`config.mk`:
```
export PLATFORM = sky130hd
export DESIGN_NAME = shift_sequencer
export DESIGN_NICKNAME = d
export VERILOG_FILES = /design/src/rtl/shift_sequencer.sv
export SDC_FILE = /design/constraint.sdc
export NUM_CORES = 1
export LEC_CHECK = 0
export BUFFER_PORTS_ARGS = -buffer_cell sky130_fd_sc_hd__buf_2
export CORE_AREA = 4 4 65 49
export CTS_BUF_LIST = sky130_fd_sc_hd__clkbuf_8
export CTS_CLUSTER_SIZE = 30
export DETAILED_ROUTE_END_ITERATION = 8
export DIE_AREA = 0 0 69 53
export PLACE_DENSITY_LB_ADDON = 0.25
export RECOVER_POWER = 50
export SLEW_MARGIN = 5
export SYNTH_ARGS = -nofsm -noshare
export SYNTH_HDL_FRONTEND = slang
export SYNTH_SLANG_ARGS = --single-unit
```
`constraint.sdc`:
```
create_clock -name CLK -period 1.85 [get_ports CLK]
set_input_delay 0.555 -clock CLK [delete_from_list [all_inputs] [get_ports CLK]]
set_output_delay 0.555 -clock CLK [all_outputs]
set_load 0.05 [all_outputs]
```
`src/rtl/shift_sequencer.sv`:
```
// rtl/shift_sequencer.sv - splits an 8-bit shift into passes of at most MAX_STEP through the ALU shifter
// Optional SHIFT_SEQ_ZERO_FLAG_EN adds a registered ZERO flag alongside RESULT.
module shift_sequencer #(
  parameter int MAX_STEP = 7
) (
  input  logic       CLK,
  input  logic       RESET,
  input  logic       START,
  input  logic [1:0] OPCODE,
  input  logic [7:0] DATA_IN,
  input  logic [7:0] AMOUNT,
  output logic [7:0] SH_IN,
  output logic [7:0] SH_AMT,
  output logic [1:0] SH_OP,
  input  logic [7:0] SH_OUT,
  output logic       BUSY,
  output logic       DONE,
`ifdef SHIFT_SEQ_ZERO_FLAG_EN
  output logic       ZERO,
`endif
  output logic [7:0] RESULT
);

  typedef enum logic [1:0] {
    S_IDLE = 2'd0,
    S_RUN  = 2'd1,
    S_FIN  = 2'd2
  } state_t;

  localparam logic [3:0] LP_MAX_STEP = 4'(MAX_STEP);

  state_t     r_state;
  state_t     w_next_state;
  logic [7:0] r_work;
  logic [3:0] r_rem;
  logic [1:0] r_op;
  logic [7:0] r_result;
  logic [3:0] w_step;
  logic [7:0] w_load_work;
  logic [3:0] w_load_rem;

  assign w_step = (r_rem > LP_MAX_STEP) ? LP_MAX_STEP : r_rem;
  assign SH_IN  = r_work;
  assign SH_OP  = r_op;
  assign RESULT = r_result;

  // Logical shifts of 8 or more collapse to zero up front, so no pass is issued.
  always_comb begin
    w_load_work = DATA_IN;
    w_load_rem  = 4'd0;
    case (OPCODE)
      2'b00, 2'b01: begin
        if (AMOUNT >= 8'd8) begin
          w_load_work = 8'd0;
        end else begin
          w_load_rem = AMOUNT[3:0];
        end
      end
      2'b10:   w_load_rem = (AMOUNT >= 8'd8) ? 4'd8 : AMOUNT[3:0];
      default: w_load_rem = {1'b0, AMOUNT[2:0]};
    endcase
  end

  always_comb begin
    w_next_state = r_state;
    BUSY         = 1'b0;
    DONE         = 1'b0;
    SH_AMT       = 8'd0;
    case (r_state)
      S_IDLE: begin
        if (START) w_next_state = S_RUN;
      end
      S_RUN: begin
        BUSY   = 1'b1;
        SH_AMT = {4'd0, w_step};
        if (r_rem == 4'd0) w_next_state = S_FIN;
      end
      S_FIN: begin
        DONE         = 1'b1;
        w_next_state = S_IDLE;
      end
      default: w_next_state = S_IDLE;
    endcase
  end

  always_ff @(posedge CLK) begin
    if (!RESET) begin
      r_state <= S_IDLE;
    end else begin
      r_state <= w_next_state;
    end
  end

  always_ff @(posedge CLK) begin
    if (!RESET) begin
      r_work   <= 8'd0;
      r_rem    <= 4'd0;
      r_op     <= 2'd0;
      r_result <= 8'd0;
`ifdef SHIFT_SEQ_ZERO_FLAG_EN
      ZERO     <= 1'b0;
`endif
    end else begin
      case (r_state)
        S_IDLE: begin
          if (START) begin
            r_work <= w_load_work;
            r_rem  <= w_load_rem;
            r_op   <= OPCODE;
          end
        end
        S_RUN: begin
          if (r_rem != 4'd0) begin
            r_work <= SH_OUT;
            r_rem  <= r_rem - w_step;
          end else begin
            r_result <= r_work;
`ifdef SHIFT_SEQ_ZERO_FLAG_EN
            ZERO     <= (r_work == 8'd0);
`endif
          end
        end
        default: ;
      endcase
    end
  end

endmodule

```
==> reports/metrics.cfg <==
[status]
status=finished, final reports clean

[clock_tree]
cts-buffers-inserted=3
clock_path_buffers=2
cts_tree=yes
htree_levels=1
cts.hold.buffers_added=0
clockRootBuffer=clkbuf_8
worst_setup_hold_path_clk_slew_ps=80
cts_sinks=24
clk_latency_ps=260

[detailed_routing]
antenna_left=0
drc=0
vias_per_cell=5.06
num_vias=1178
drt_first_pass_iters=4
wl_um=2930
wire_per_inst_um=12.6
first_iter_violations=86

[synth]
ys_types=32
syn_avg_cell_area_um2=8.04
syn_area_um2=1160
synthCells=144
ys_seq_elements=24
yosysWarnings=0
synth_seq_area_share_pct=41.5

[global_routing]
grt_pass1_wl_um=4690
grt_pass1_vias=1017
overflow=0
antenna_found_initial=0
gr-usage-all-layers_pct=16.0
grt_max_degree=21

[setup_path]
crit_fanout=10
r2r_end=RESULT[1]$_SDFFE_PN0P_
cp_slowest_stage_delay_ps=320
crit_type=reg2out
crit_chain=nand2b_4 -> nor2_1 -> clkbuf_4
r2r_start=r_rem[3]$_SDFFE_PN0P_
start_kind=flop
r2r_cells=5
end_kind=output pin
crit_end=SH_AMT[1]
startpoint=r_state[1]$_SDFFE_PN0P_
rrSetupSlack_ps=180
arrival_ps=1130
required_ps=1290
critPathSlowestCell=dfxtp_1

[floorplanning]
die-area_um2=3660
die_width_um=69
start_util_pct=43.8
core_um2=2640
rows=16
io_pins=57
die_y_um=53

[run]
drv_cap=0

[pwr]
power_density_nw_per_um2=1070
p_int_uw=913
power_frac_clock_pct=18.7
p_seq_share_pct=40.7
switching_share_pct=42.1
switchingPower_uw=665
finalPower_uw=1580
vdd.ir_drop.worst_mv=0.516
p_comb_share_pct=40.7
p_leak_uw=0.000609

[min_path]
min_path_type=reg2reg
whs_path_depth=2

[timing]
finalSetupViolations=0
layout_min_cycle_time_ps=1690
fin_crit_sh_pct=91.2
fin_ws_ps=163
hold_viol_final=0
finClkSkew_ps=1.78
relSlewSlack_pct=58.5
rsz0062_at_grt=false
fmax_mhz=593
slew_viol_final=0
worstMarginPinSlew_ps=616

[final_layout]
nFillCells=289
fin_nets=229
area_growth_pct=27.2
diodes=0
drive_gt1_share_pct=26.9

[placed_design]
gp_congestion=0.765
dpl.hpwl_um=2220
io_buffers=51
place_ws_ps=59.3

-- routing by layer --
metal | share of wire, % | track usage [%]
met1 | 45 | 20.9
met2 | 44 | 25.2
met3 | 10 | 6.26
met4 | 0.27 | 3.25
met5 | 0 | 0
-- registers in the layout (all words and copies together), names as in the netlist --
name	count
RESULT	8
SH_IN	8
SH_OP	2
r_rem	4
r_state	2
-- through the flow --
stage	TNS [ps]	utilization, %	area, um^2	std cells	hold WS, ps
floorplan	-627	-	1170	148	554
detailed placement	0	54.8	1450	230	446
global route	0	55.7	1470	233	488
finish	0	55.7	1470	233	456
CTS	0	56.5	1490	233	457
global placement	0	54.8	1450	230	439
-- layout by cell type (no fill, tap or decap), types with 5 or more instances in the layout --
master,n
a21oi_1,10
clkbuf_1,15
nand3_1,18
a31oi_1,10
dfxtp_1,23
buf_4,9
nor2_1,11
nand2_1,20
o21ai_1,8
buf_2,33
conb_1,5
-- how the worst min path moves through the flow --
stage	slack [ps]	end	startpoint
2_1_floorplan	550	r_rem[1]$_SDFFE_PN0P_	r_rem[1]$_SDFFE_PN0P_
3_3_place_gp	440	RESULT[0]$_SDFFE_PN0P_	RESULT[0]$_SDFFE_PN0P_
3_5_place_dp	450	RESULT[6]$_SDFFE_PN0P_	RESULT[6]$_SDFFE_PN0P_
4_1_cts	460	RESULT[6]$_SDFFE_PN0P_	RESULT[6]$_SDFFE_PN0P_
5_1_grt	490	RESULT[3]$_SDFFE_PN0P_	RESULT[3]$_SDFFE_PN0P_
6_report	460	RESULT[6]$_SDFFE_PN0P_	RESULT[6]$_SDFFE_PN0P_
-- cell usage after synthesis --
cell,count,area [um^2]
nor3_1,1,5.00
or3_1,1,6.26
nand2b_1,3,18.8
a31oi_1,10,62.6
nor3b_1,1,7.51
nand4_1,1,6.26
nand2_1,20,75.1
conb_1,1,3.75
ha_1,1,12.5
o21ai_0,3,15.0
inv_1,3,11.3
nand3_1,18,90.1
o21bai_1,1,7.51
dfxtp_1,24,480
a32oi_1,1,8.76
o311ai_0,1,8.76
clkbuf_2,1,5.00
nor2_1,11,41.3
clkbuf_1,5,18.8
mux2i_1,2,20.0
o31ai_2,1,12.5
nor2b_1,2,12.5
a211oi_4,1,20.0
buf_4,6,45.0
a21oi_1,10,50.1
buf_6,2,22.5
and2_1,1,6.26
xnor2_1,1,8.76
nor4_4,1,21.3
o31ai_1,1,7.51
nand2_2,1,6.26
o21ai_1,8,40.0
-- power groups by stage --
stage          combinational, uW  clock [uW]  sequential [uW]
2_1_floorplan                332           0              815
3_3_place_gp                 649           0              653
3_5_place_dp                 654           0              655
4_1_cts                      657         305              645
5_1_grt                      696         324              653
6_report                     642         295              642
-- logic make-up after synthesis --
logic type / Yosys count / share of synthesized area [%]
other: 1 / 0.324
buffers and inverters: 17 / 8.86
adders and majority gates: 1 / 1.08
xor gates and xnor gates: 1 / 0.757
AOI/OAI and AO/OA: 37 / 20.1
muxes: 2 / 1.73
DFF: 24 / 41.5
and+or+nand+nor: 61 / 25.6
-- cell type report --
| cell class | instances | area (um^2) | area share [%] |
|---|---|---|---|
| timing repair buffer | 60 | 312 | 21.2 |
| clock buffer | 3 | 41.3 | 2.80 |
| tap | 36 | 45.0 | 3.06 |
| multi-input combinational | 107 | 582 | 39.5 |
| inverter | 3 | 11.3 | 0.765 |
| sequential | 24 | 482 | 32.7 |
-- critical path: cells and delay by family, from the launching register on --
kind,cells,cell delay [ps]
buffers and inverters,1,230
and+or+nand+nor,2,310
DFF,1,320
-- repair_timing --
action,4_1_cts,5_1_grt
setup buffers,0,0
resized for setup,1,5
endpoints found under the setup margin,4,4
Note: power is estimated with default switching activity, not from simulation.
